<file path="src/rtl/addsub_pkg.sv">
// Shared types and constants for the nibble-serial add/subtract unit.
// Optional feature macro: ADDSUB16_SEQ_SAT_EN (saturating result on signed overflow).
package addsub_pkg;

    // Controller states: waiting, stepping through nibbles, reporting a result.
    typedef enum logic [1:0] {
        IDLE = 2'd0,
        RUN  = 2'd1,
        DONE = 2'd2
    } state_t;

    // Width of the shared adder slice.
    localparam int NIB_W = 4;

    // Widest result the saturation helper can describe.
    localparam int SAT_MAX_W = 64;

    // Saturation value for a signed WIDTH-bit result: most negative when
    // 'negative' is set, otherwise most positive. The caller truncates to width.
    function automatic logic [SAT_MAX_W-1:0] sat_value(input int width, input logic negative);
        logic [SAT_MAX_W-1:0] msb;
        msb = 64'd1 << (width - 1);
        return negative ? msb : (msb - 64'd1);
    endfunction

endpackage

</file>
<file path="src/rtl/addsub_nibble.sv">
// Combinational 4-bit ripple adder slice. Exposes the carry into the top bit
// so the controller can derive signed overflow from the most significant nibble.
module addsub_nibble
    import addsub_pkg::*;
(
    input  logic [NIB_W-1:0] a,
    input  logic [NIB_W-1:0] b,
    input  logic             cin,
    output logic [NIB_W-1:0] s,
    output logic             cout,
    output logic             c3
);

    // carry[i] is the carry into bit i; carry[NIB_W] is the carry out.
    logic [NIB_W:0] carry;

    assign carry[0] = cin;

    genvar gi;
    generate
        for (gi = 0; gi < NIB_W; gi++) begin : g_bit
            assign s[gi]         = a[gi] ^ b[gi] ^ carry[gi];
            assign carry[gi + 1] = (a[gi] & b[gi]) | (carry[gi] & (a[gi] ^ b[gi]));
        end
    endgenerate

    assign c3   = carry[NIB_W-1];
    assign cout = carry[NIB_W];

endmodule

</file>
<file path="src/rtl/addsub16_seq.sv">
// Nibble-serial signed add/subtract controller. One shared 4-bit adder is
// stepped over the operands LSB nibble first, with a registered carry.
// Latency from accepted start to done pulse is WIDTH/4 + 1 cycles.
// Optional feature macro: ADDSUB16_SEQ_SAT_EN clamps the result on overflow.
// WIDTH must be a multiple of 4.
module addsub16_seq
    import addsub_pkg::*;
#(
    parameter int WIDTH = 16
) (
    input  logic             clk,
    input  logic             rst_n,
    input  logic             start,
    input  logic [WIDTH-1:0] A,
    input  logic [WIDTH-1:0] B,
    input  logic             sub,
    output logic             busy,
    output logic             done,
    output logic [WIDTH-1:0] Sum,
    output logic             Ovfl
);

    localparam int N     = WIDTH / NIB_W;
    localparam int IDX_W = (N > 1) ? $clog2(N) : 1;

`ifdef ADDSUB16_SEQ_SAT_EN
    localparam logic [WIDTH-1:0] SAT_POS = WIDTH'(sat_value(WIDTH, 1'b0));
    localparam logic [WIDTH-1:0] SAT_NEG = WIDTH'(sat_value(WIDTH, 1'b1));
`endif

    state_t             state_reg;
    state_t             state_next;
    logic [WIDTH-1:0]   a_reg;
    logic [WIDTH-1:0]   b_reg;
    logic               sub_reg;
    logic               carry_reg;
    logic [IDX_W-1:0]   idx_reg;
    logic [WIDTH-1:0]   sum_reg;
    logic               ovfl_reg;
    logic               done_reg;

    logic               accept;
    logic               last_nib;
    logic [NIB_W-1:0]   nib_a;
    logic [NIB_W-1:0]   nib_b;
    logic [NIB_W-1:0]   nib_s;
    logic               nib_cout;
    logic               nib_c3;
    logic               nib_ovf;

    // A new operation is taken whenever the adder is not mid-sequence.
    assign accept   = start && (state_reg != RUN);
    assign last_nib = (idx_reg == IDX_W'(N - 1));

    // Subtraction is A + ~B + 1: invert B here, the +1 comes from the seeded carry.
    assign nib_a   = a_reg[idx_reg*NIB_W +: NIB_W];
    assign nib_b   = b_reg[idx_reg*NIB_W +: NIB_W] ^ {NIB_W{sub_reg}};
    assign nib_ovf = nib_c3 ^ nib_cout;

    addsub_nibble u_nibble (
        .a    (nib_a),
        .b    (nib_b),
        .cin  (carry_reg),
        .s    (nib_s),
        .cout (nib_cout),
        .c3   (nib_c3)
    );

    // State register.
    always_ff @(posedge clk) begin
        if (!rst_n) begin
            state_reg <= IDLE;
        end else begin
            state_reg <= state_next;
        end
    end

    // Next-state logic: DONE may hand straight over to a new RUN.
    always_comb begin
        state_next = state_reg;
        case (state_reg)
            IDLE:    state_next = start ? RUN : IDLE;
            RUN:     state_next = last_nib ? DONE : RUN;
            DONE:    state_next = start ? RUN : IDLE;
            default: state_next = IDLE;
        endcase
    end

    // Output decode: busy covers exactly the nibble-stepping cycles.
    always_comb begin
        busy = (state_reg == RUN);
    end

    // Datapath: operand capture, nibble write-back, carry/index and result flags.
    always_ff @(posedge clk) begin
        if (!rst_n) begin
            a_reg     <= '0;
            b_reg     <= '0;
            sub_reg   <= 1'b0;
            carry_reg <= 1'b0;
            idx_reg   <= '0;
            sum_reg   <= '0;
            ovfl_reg  <= 1'b0;
            done_reg  <= 1'b0;
        end else begin
            done_reg <= (state_reg == DONE);
            if (accept) begin
                a_reg     <= A;
                b_reg     <= B;
                sub_reg   <= sub;
                carry_reg <= sub;
                idx_reg   <= '0;
            end else if (state_reg == RUN) begin
                sum_reg[idx_reg*NIB_W +: NIB_W] <= nib_s;
                carry_reg <= nib_cout;
                idx_reg   <= idx_reg + IDX_W'(1);
                if (last_nib) begin
                    ovfl_reg <= nib_ovf;
`ifdef ADDSUB16_SEQ_SAT_EN
                    // Wrapped MSB set means the true result was positive, and vice versa.
                    if (nib_ovf) begin
                        sum_reg <= nib_s[NIB_W-1] ? SAT_POS : SAT_NEG;
                    end
`endif
                end
            end
        end
    end

    assign done = done_reg;
    assign Sum  = sum_reg;
    assign Ovfl = ovfl_reg;

endmodule
</file>
<file path="config.mk">
export PLATFORM = sky130hd
export DESIGN_NAME = addsub16_seq
export DESIGN_NICKNAME = d
export VERILOG_FILES = /design/src/rtl/addsub_pkg.sv /design/src/rtl/addsub_nibble.sv /design/src/rtl/addsub16_seq.sv
export SDC_FILE = /design/constraint.sdc
export NUM_CORES = 1
export LEC_CHECK = 0
export BUFFER_PORTS_ARGS = -buffer_cell sky130_fd_sc_hd__clkbuf_2
export CORE_MARGIN = 2
export CORE_UTILIZATION = 53
export DETAILED_ROUTE_END_ITERATION = 8
export PLACE_DENSITY = 0.76
export SYNTH_ARGS = -nofsm -noshare
export SYNTH_HDL_FRONTEND = slang
export SYNTH_SLANG_ARGS = --single-unit
</file>
<file path="constraint.sdc">
create_clock -name clk -period 6.9 [get_ports clk]
set_clock_uncertainty 0.1 [all_clocks]
set_input_delay 1.035 -clock clk [delete_from_list [all_inputs] [get_ports clk]]
set_output_delay 1.035 -clock clk [all_outputs]
set_load 0.03 [all_outputs]
</file>
==> results of run 1 <==
through the flow:
step / area, sq um / utilization [%]
floorplan: 2630 / -
global placement: 2860 / 60.2
detailed placement: 2860 / 60.2
CTS: 2990 / 62.9
global route: 2990 / 62.9
finish: 2990 / 62.9
worst reg2reg max path: stages (launching register included):
cell and delay [ps]:
dfxtp_1 720, mux4_2 590, xnor2_1 150, fa_1 390, fa_1 400, fa_1 430
fa_1 540, nor2_1 70, a32o_1 220
worst paths after layout:
kind / from / to / slack [ps] / cells after the start
worst max-delay path: idx_reg[0] / Sum[7] / 3180 / 8
worst min-delay path: b_reg[8] / b_reg[8] / 380 / 2
worst max register to register: idx_reg[0] / Sum[7] / 3180 / 8
worst min register to register: b_reg[8] / b_reg[8] / 380 / 2
synth_stat cells, drive strengths merged:
| cell | number |
|---|---|
| o22ai | 1 |
| mux4 | 8 |
| a311oi | 1 |
| nor4b | 1 |
| nand2b | 1 |
| nand3 | 33 |
| buf | 13 |
| dfxtp | 56 |
| a21oi | 34 |
| nand4 | 1 |
| fa | 4 |
| a221oi | 2 |
| o32ai | 4 |
| nor2 | 10 |
| o21ai | 33 |
| a32oi | 4 |
| o211a | 1 |
| and3 | 1 |
| and2 | 2 |
| nor4 | 1 |
| a32o | 8 |
| xnor2 | 5 |
| nand2 | 10 |
| ha | 6 |
| inv | 13 |
| clkinv | 1 |
| nand3b | 3 |
| clkbuf | 12 |
| a211oi | 1 |
| and4bb | 1 |
cell type report:
type | instances | area share, %
inverter | 14 | 1.92
tap | 67 | 2.80
clock buffer | 7 | 3.22
timing repair buffer | 55 | 9.29
sequential | 56 | 37.5
multi-input combinational | 176 | 44.3
clock inverter | 1 | 1.00
power breakdown:
| group | total (mW) | internal [mW] | switching [mW] | leakage (nW) |
|---|---|---|---|---|
| clock | 0.230 | 0.128 | 0.102 | 0.0645 |
| sequential | 0.349 | 0.338 | 0.0111 | 0.457 |
| combinational | 0.102 | 0.0401 | 0.0615 | 0.698 |
| total | 0.681 | 0.506 | 0.175 | 1.22 |
cells by family (layout without fill, tap and decap cells):
logic type               after synthesis  count (layout)  share of synthesized area (%)
AND/OR/NAND/NOR                       64              64                           14.5
buffers and inverters                 39              77                           6.86
adder cells (fa/ha/maj)               10              10                           5.91
flip-flops                            56              56                           42.7
multiplexers                           8               8                           7.72
XOR/XNOR                               5               5                           1.67
AO/OA/AOI/OAI                         89              89                           20.6
per-layer routing:
layer / vias up / share of wire, %
met5: - / 0
met3: 8 / 4.0
met4: 0 / 1.6
li1: 1060 / -
met2: 45 / 50
met1: 1007 / 44
==> summary.md, run 1 <==
| Metric | Value |
|---|---|
| Status | finished, final reports clean |
| CTS tree | yes |
| Clk slew on worst S/H paths | approximately 100 ps |
| H-tree depth reported by CTS | 2 |
| Initial antenna violation count | 0 |
| Met2 GRT Util | a little under two fifths |
| WP buf/inv | 0 |
| Worst-Margin Slew | 832 ps |
| First drt pass iteration count | 4 |
| CTS resizes | 0 |
| WP data required | around 7000 ps |
| Hold Path Class | reg -> reg |
| Nets@finish | roughly 350 |
| Post-place setup slack | ~3200 ps |
| Max clock buf depth | 2 |
| CP startpoint kind | register |
| Worst Path Max Fanout | 15 |
| Root cell of the clock tree | clkbuf_8 |
| Vias in the first global route | just over 2,000 |
| Pwr dens | roughly 230 mW/mm^2 |
| Dominant cell type by area after synthesis | dfxtp_1 |
| Post-CTS Repair Setup Buffers | 0 |
| Commonest non-fill, non-tap cell in the layout | dfxtp_1 |
| Cell mode on critical path | fa_1 |
| Critical Path Slowest Stage Cell | dfxtp_1 |
| Syn nets | 317 |
| Crit. End Element | register |
| Crit path arrival time | about 3800 ps |
| Power Total | between 0.6 and 0.7 mW |
| Placed cell count | 368 |
| Syn. warnings | 0 |
| Die height | around 74 um |
| Full die area | 0.00553 sq mm |
| Synth cell types | 38 |
| Max_slew headroom | between 40% and 50% |
| Post-DP HPWL | between 3 and 4 mm |
| Final TNS setup | 0 ps |
| Via count | ~2,100 |
| Setup violators final | 0 |
| Max-Cap Viols | 0 |
| Cell family with most CP delay | adder cells |
| Worst-Skew Late Latency | ~300 ps |
| Initial Util | between 50% and 60% |
| Hold_buf cts | 0 |
| WL final | 5.52 mm |
| Syn Area/Cell | about 9.7 sq um |
| Num CTS Buffers | 5 |
| Synthesized instance count | between 200 and 300 |
| Leading post-synthesis cells by cell area | dfxtp_1, a21oi_1, nand3_1 |
| Seq/Total Area, Yosys | between 40% and 50% |
| Tmin final | 3720 ps |
| Routability cong. | a little under 0.8 |
| Yosys reg bits | 56 |
| Global-route usage over all layers | between 20% and 30% |
| GRT busiest layer | met2 |
| Fill cells | between 400 and 500 |
| Synth-to-layout area growth | 13.9% |
| Most frequent cells in the layout | dfxtp_1, clkbuf_2, a21oi_1 |
| Die W | ~74 um |
| Number of vias per cell | approximately 5.6 |
| Fin. Hold Viols | 0 |
| DRC | 0 |
| Crit path kind | reg -> reg |
| Hold WS | ~380 ps |
| GRT met3 Usage | under 10% |
| I/O pin cnt | between 50 and 60 |
| Initial drt markers | between 100 and 150 |
| WL/cell | roughly 15 um |
| Layout Cells excl Fill | 376 |
| Final Slew Violations | 0 |
| Max VDD drop | approximately 0.00015 V |
| Critical Path Max Stage Delay | around 720 ps |
| Met1 Resource Use GR | slightly below 30% |
| Final Cycle Share | about 54% |
| Floorplan core area | about 0.0048 sq mm |
| RSZ-0062 raised after global routing | false |
| Post-synth design cell area | about 0.0026 sq mm |
| Footprint of the multi-input gates | 0.00132 sq mm |
| Clock Sinks | between 50 and 60 |
| Placement Rows | 25 |
| First-pass GRT wire length | between 9 and 10 mm |
| Final ANT Viol Nets | 0 |
| Number of port buffers | 54 |
| Share of layout cells above drive strength 1 | 24.3% |
| Setup WS post-layout | 3180 ps |
| Critical-path cell list | mux4_2 -> xnor2_1 -> fa_1 -> fa_1 -> fa_1 -> fa_1 -> nor2_1 -> a32o_1 |
| Leakage | 1.22 nW |
| Largest net degree at the start of global routing | 47 |
| Top achievable clock speed | 269 MHz |
| Yosys top cell area share | ~43% |
| Grt total ovfl | 0 |
| N_diodes | 0 |
| Register area | ~0.0011 sq mm |
(Power assumes the default switching activity.)
==> run 2, diff against run 1 <==
Settings changed: ABC_AREA set to 1, CORE_UTILIZATION 53 to 49, PLACE_DENSITY 0.76 to 0.74.
Clock period 6.9 ns to 3.3 ns, I/O delays scaled along.
==> summary.md, run 2 <==
| Metric | Value |
|---|---|
| CTS tree | yes |
| Final ANT Viol Nets | 0 (unchanged) |
| Max-Cap Viols | 0 (unchanged) |
| Max_slew headroom | 65.8% (+21 points) |
| Clock Sinks | 56 (unchanged) |
| Initial Util | 51.1% (-4.1 points) |
| Top achievable clock speed | 326 MHz (+21%) |
| Final instance area | 0.00305 sq mm (+2.1%) |
| Max VDD drop | 0.000318 V (+110%) |
| Full die area | 0.00597 sq mm (+7.9%) |
| Pwr dens | 457 mW/mm^2 (+100%) |
| Worst-Margin Slew | 513 ps (-319 ps) |
| Worst Path Max Fanout | 7 (-8) |
| Clk slew on worst S/H paths | 100 ps (about the same) |
| Placement Rows | 26 (+4.0%) |
| Crit path kind | reg -> reg |
| Final Slew Violations | 0 (unchanged) |
| Worst reg2reg startpoint | idx_reg[0] |
| Post-DP HPWL | 4.18 mm (+8.0%) |
| Most frequent cells in the layout | nor2_1, nand2_1, dfxtp_1, clkbuf_2, o21ai_0 |
| Floorplan core area | 0.00514 sq mm (+8.1%) |
| WL/cell | 11.0 um (-25%) |
| WL final | 5.56 mm (+0.74%) |
| Syn nets | 428 (+35%) |
| Area after DPL | 0.00295 sq mm (+3.0%) |
| Simple-gate portion of the synthesized area | 32.3% (+18 points) |
| Number of vias per cell | 4.81 (-15%) |
| RSZ-0062 raised after global routing | false |
| Largest net degree at the start of global routing | 35 (-26%) |
| Final TNS setup | 0 ps (unchanged) |
| Seq/Total Area, Yosys | 42.6% (-0.061 points) |
| Global-route usage over all layers | 20.4% (-2.3 points) |
| XOR/XNOR share of the synthesized area | 0.333% (-1.3 points) |
| Crit. End Element | register |
| Compound-Gate Fraction of Synth Area | 10.7% (-9.9 points) |
| Multiplexer area fraction after synthesis | 0% (-7.7 points) |
| Dominant cell type by area after synthesis | dfxtp_1 |
| Setup violators final | 0 (unchanged) |
| Post-synth design cell area | 0.00263 sq mm (+0.14%) |
| WP data required | 3450 ps (-3560 ps) |
| Synth top cells by count | nor2_1, nand2_1, dfxtp_1 |
| Hold WS | 324 ps (-54.9 ps) |
| Setup WS post-layout | 236 ps (-2950 ps) |
| Commonest non-fill, non-tap cell in the layout | nor2_1 |
| Initial antenna violation count | 0 (unchanged) |
| Via count | 2,427 (+14%) |
| Initial drt markers | 109 (-23%) |
| Root cell of the clock tree | clkbuf_8 |
| Fill cells | 529 (+24%) |
| First drt pass iteration count | 4 (unchanged) |
| Top-count cell post-synth | nor2_1 |
| Yosys reg bits | 56 (unchanged) |
| Synth-to-layout area growth | 16.1% |
| Post-synth top flop | dfxtp_1 |
| Async SR Flop Fraction | 0% (unchanged) |
| Crit path arrival time | 3210 ps (-620 ps) |
| Worst-Skew Late Latency | 310 ps (about the same) |
| Fin util | 59.4% (-3.5 points) |
| Largest family of logic cells by synthesized area | simple AND/OR/NAND/NOR gates |
| HP Start | A[12] |
| Syn. warnings | 0 (unchanged) |
| Number of synthesized flops with an enable pin | 0 (unchanged) |
| Fin. Hold Viols | 0 (unchanged) |
| Num CTS Buffers | 5 (unchanged) |
| CP Launch Point | idx_reg[0] |
| Tmin final | 3060 ps (-654 ps) |
| N_diodes | 0 (unchanged) |
| Share of layout cells above drive strength 1 | 18.2% (-6.1 points) |
| Hold_buf cts | 0 (unchanged) |
| Grt total ovfl | 0 (unchanged) |
| Routability cong. | 0.854 (+8.4%) |
| Synthesized instance count | 382 (+41%) |
| I/O pin cnt | 55 (unchanged) |
| Post-place setup slack | 92.6 ps (-3090 ps) |
| DRC | 0 (unchanged) |
| Status | finished, final reports clean |
| Max clock buf depth | 2 (unchanged) |
| Vias in the first global route | 2,263 (+9.0%) |
| CP startpoint kind | register |
| Die height | 77.2 um (+3.9%) |
| H-tree depth reported by CTS | 2 (unchanged) |
| Yosys top cell area share | 42.6% (-0.061 points) |
| Synth cell types | 18 (-53%) |
| Adder-Cell Fraction of Synth Area | 5.90% (-0.0084 points) |
| Final Cycle Share | 92.9% (+39 points) |
| Nets@finish | 480 (+36%) |
| Hold Path Class | in -> reg |
| Leakage | 1.43 nW (+17%) |
| Leading post-synthesis cells by cell area | dfxtp_1, nor2_1, nand2_1 |
| Syn Area/Cell | 6.88 sq um (-29%) |
| Number of port buffers | 54 (unchanged) |
| Die W | 77.2 um (+3.9%) |
| First-pass GRT wire length | 9.92 mm (+2.6%) |
run 2: final cells by class:
type / count / area, sq um / area share, %
multi-input cells: 278 / 1300 / 42.6
clock buffers: 8 / 90.1 / 2.95
repair buffers: 62 / 330 / 10.8
well taps: 70 / 87.6 / 2.87
inverters: 31 / 116 / 3.81
flip-flops and latches: 56 / 1130 / 36.9
run 2: where the power goes:
group / leakage (nW) / switching (mW) / internal, mW / total, mW
logic: 0.924 / 0.165 / 0.0993 / 0.265
registers: 0.462 / 0.0261 / 0.720 / 0.746
clock network: 0.0455 / 0.212 / 0.172 / 0.383
run 2: per-stage QoR:
step                      power, mW  cells
final                          1.39    505
after global placement         1.02    497
after detailed placement       1.02    497
after floorplan               0.949    382
after global routing           1.47    505
after CTS                      1.40    505
run 2: repair_timing:
| item | 4_1_cts | 5_1_grt |
|---|---|---|
| setup endpoints to repair | 0 | 5 |
| resized for setup | 0 | 7 |
| setup buffers | 0 | 0 |
run 2: routing by layer:
metal | vias to the layer above | part of all wire [%] | GRT usage (%) | routed length (um)
met1 | 1066 | 48 | 26.4 | 2650
met5 | - | 0 | 0 | 0
met3 | 12 | 4.2 | 4.71 | 232
met4 | 0 | 2.1 | 7.14 | 118
li1 | 1301 | - | - | -
met2 | 48 | 46 | 33.4 | 2560
run 2: path summary, 6_finish.rpt:
path                            slack (ps)  depth (start not counted)        end
worst max-delay path                   240                         15    Sum[15]
worst min-delay path                   320                          3  a_reg[12]
worst max register to register         240                         15    Sum[15]
worst min register to register         380                          2     Sum[8]
run 2: kinds of logic (layout without fill, tap and decap cells):
group                      count (synthesis)  after routing
buffers and inverters                     48            101
and+or+nand+nor                          211            211
AOI/OAI and AO/OA                         56             56
xor gates and xnor gates                   1              1
DFF                                       56             56
adders and majority gates                 10             10
run 2: worst max-delay path: stages, from the launching register on:
cell,delay (ps)
dfxtp_4,370
buf_4,140
nand2_1,50
nand3_1,100
nand2_1,70
nand2_1,60
nand2_1,60
fa_1,400
fa_2,360
fa_2,390
fa_1,470
nor2_2,170
nand3_1,80
nor2_1,90
nor2_1,50
nor2_1,70
==> run 3, diff against run 2 <==
Settings changed: SYNTH_HIERARCHICAL set to 1.
==> summary.md, run 3 <==
| Metric | Value |
|---|---|
| Floorplan core area | 0.00507 sq mm (-1.3%) |
| CP startpoint kind | register |
| Seq/Total Area, Yosys | 43.7% (+1.1 points) |
| Worst-Margin Slew | 936 ps (+423 ps) |
| Post-synth design cell area | 0.00256 sq mm (-2.4%) |
| Worst-Skew Late Latency | 310 ps (about the same) |
| WP data required | 3370 ps (-80 ps) |
| DRC | 0 (unchanged) |
| Worst reg2reg startpoint | idx_reg[0] |
| Final ANT Viol Nets | 0 (unchanged) |
| Final Slew Violations | 0 (unchanged) |
| Max VDD drop | 0.000245 V (-23%) |
| Initial antenna violation count | 0 (unchanged) |
| Synthesized instance count | 361 (-5.5%) |
| Status | finished, final reports clean |
| Adder-Cell Fraction of Synth Area | 6.05% (+0.15 points) |
| Vias in the first global route | 2,058 (-9.1%) |
| Stages on worst setup path | 14 (-1) |
| Leakage | 1.38 nW (-3.6%) |
| N_diodes | 0 (unchanged) |
| Synth-to-layout area growth | 16.7% |
| Critical-path cell list | inv_2 -> buf_4 -> nor2_1 -> o22ai_1 -> fa_1 -> inv_1 -> fa_1 -> fa_1 -> inv_1 -> fa_1 -> nand2_1 -> nor2_1 -> nand2_1 -> a21oi_1 |
| Hold_buf cts | 0 (unchanged) |
| Fill cells | 495 (-6.4%) |
| Grt total ovfl | 0 (unchanged) |
| Simple-gate portion of the synthesized area | 29.1% (-3.2 points) |
| WL/cell | 11.2 um (+1.4%) |
| Area after DPL | 0.00289 sq mm (-2.2%) |
| Num CTS Buffers | 5 (unchanged) |
| Flop-to-flop setup slack | 240 ps (about the same) |
| Crit path kind | reg -> reg |
| Max_slew headroom | 37.5% (-28 points) |
| Number of port buffers | 54 (unchanged) |
| Largest family of logic cells by synthesized area | simple AND/OR/NAND/NOR gates |
| Fin. Hold Viols | 0 (unchanged) |
| Top achievable clock speed | 327 MHz (about the same) |
| Final TNS setup | 0 ps (unchanged) |
| RSZ-0062 raised after global routing | false |
| Yosys reg bits | 56 (unchanged) |
| Commonest non-fill, non-tap cell in the layout | nor2_1 |
| Highest Signal Layer | met4 |
| Synth cell types | 21 (+3) |
| Multiplexer area fraction after synthesis | 0% (unchanged) |
| HP Start | B[15] |
| Hold path endpoint | b_reg[15] |
| Compound-Gate Fraction of Synth Area | 13.4% (+2.7 points) |
| Synth top cells by count | nor2_1, nand2_1, dfxtp_1 |
| Initial drt markers | 89 (-18%) |
| Crit. End Element | register |
| Post-CTS Repair Setup Buffers | 0 (unchanged) |
| Final Cycle Share | 92.8% (about the same) |
| Placement Rows | 26 (unchanged) |
| Initial Util | 50.5% (-0.60 points) |
| Syn nets | 407 (-4.9%) |
| CTS resizes | 0 (unchanged) |
| Syn Area/Cell | 7.11 sq um (+3.2%) |
| R2r endpoint | Sum[7] |
| Crit path arrival time | 3130 ps (-80 ps) |
| Worst Path Max Fanout | 13 (+6) |
| Global-route usage over all layers | 19.4% (-0.99 points) |
| Cell mode on critical path | fa_1 |
| Final instance area | 0.00299 sq mm (-1.9%) |
| Via count | 2,341 (-3.5%) |
| Critical Path Max Stage Delay | 450 ps (-20 ps) |
| R2R depth | 14 (-1) |
| Routability cong. | 0.889 (+4.0%) |
| Post-synth top flop | dfxtp_1 |
| Leading post-synthesis cells by cell area | dfxtp_1, nor2_1, nand2_1 |
| H-tree depth reported by CTS | 2 (unchanged) |
| Dominant cell type by area after synthesis | dfxtp_1 |
| Max clock buf depth | 2 (unchanged) |
| Hold Path Class | in -> reg |
| DRT met1 WL | 2.52 mm (-4.9%) |
| Nets@finish | 459 (-4.4%) |
| XOR/XNOR share of the synthesized area | 0.341% (+0.0083 points) |
| Most frequent cells in the layout | nor2_1, nand2_1, dfxtp_1 |
| Setup WS post-layout | 239 ps (+3.02 ps) |
| Die W | 76.4 um (-1.2%) |
| Hold WS | 330 ps (+5.13 ps) |
| Full die area | 0.00583 sq mm (-2.3%) |
| Share of layout cells above drive strength 1 | 17.6% (-0.53 points) |
| Root cell of the clock tree | clkbuf_8 |
| Number of synthesized flops with an enable pin | 0 (unchanged) |
| First-pass GRT wire length | 9.23 mm (-7.0%) |
| Number of vias per cell | 4.84 (+0.64%) |
| Die height | 76.4 um (-1.2%) |
| Clock Sinks | 56 (unchanged) |
| Cell family with most CP delay | adder cells |
| Post-place setup slack | 258 ps (+166 ps) |
| Setup violators final | 0 (unchanged) |
| WP buf/inv | 4 (+3) |
| Syn. warnings | 6 (+6) |
| Max-Cap Viols | 0 (unchanged) |
| Met3 WL | 251 um (+8.2%) |
| Tmin final | 3060 ps (-3.02 ps) |
| Pwr dens | 494 mW/mm^2 (+8.2%) |
| Post-DP HPWL | 4.10 mm (-1.8%) |
| I/O pin cnt | 55 (unchanged) |
| Largest net degree at the start of global routing | 42 (+20%) |
| Yosys top cell area share | 43.7% (+1.1 points) |
| Async SR Flop Fraction | 0% (unchanged) |
| Critical Path Slowest Stage Cell | fa_1 |
| Clk slew on worst S/H paths | 90 ps (about the same) |
| Top-count cell post-synth | nor2_1 |
| First drt pass iteration count | 4 (unchanged) |
| Routed wl met2 | 2.57 mm (+0.31%) |
| CTS tree | yes |
| WL final | 5.41 mm (-2.9%) |
| Hold Path Depth | 3 (unchanged) |
-- run 3: how the worst max path moves through the flow --
stage	start	end	slack, ps
after floorplan	idx_reg[0]	Sum[15]	220
after global placement	idx_reg[0]	Sum[15]	350
after detailed placement	idx_reg[0]	Sum[7]	260
after CTS	idx_reg[0]	Sum[7]	220
after global routing	idx_reg[0]	Sum[7]	20
final	idx_reg[0]	Sum[7]	240
-- run 3: report_power, final --
part	switching [mW]	total (mW)	internal (mW)
Clock	0.212	0.438	0.225
Sequential	0.0310	0.755	0.724
Combinational	0.181	0.286	0.105
Total	0.424	1.48	1.05
-- run 3: cells by family after synthesis --
family	Yosys count
XOR/XNOR	1
flip-flops	56
AO/OA/AOI/OAI	67
buffers and inverters	43
adder cells (fa/ha/maj)	10
AND/OR/NAND/NOR	184
-- run 3: worst register-to-register path, stage by stage (launching register included) --
cell and delay [ps]:
dfxtp_1 340, inv_2 160, buf_4 190, nor2_1 50, o22ai_1 230, fa_1 210
inv_1 50, fa_1 380, fa_1 380, inv_1 100, fa_1 450, nand2_1 100
nor2_1 60, nand2_1 70, a21oi_1 70
-- run 3: layout make-up --
type	instances	area, sq um	share of cell area (%)
tap	70	87.6	2.93
inverter	27	101	3.39
clock inverter	2	35.0	1.17
multi-input combinational	262	1250	41.8
timing repair buffer	61	323	10.8
clock buffer	6	72.6	2.42
sequential	56	1120	37.5
-- run 3: layer usage --
| metal | global-route usage, % | vias up |
|---|---|---|
| met5 | 0 | - |
| met4 | 6.00 | 0 |
| met1 | 23.7 | 1016 |
| li1 | - | 1258 |
| met3 | 4.98 | 7 |
| met2 | 33.5 | 60 |
-- run 3: through the flow --
step | std cells | util, % | power, mW
after floorplan | 361 | - | 0.980
after global placement | 476 | 56.9 | 1.05
after detailed placement | 476 | 56.9 | 1.06
after CTS | 484 | 59.0 | 1.50
after global routing | 484 | 59.0 | 1.57
final | 484 | 59.0 | 1.48
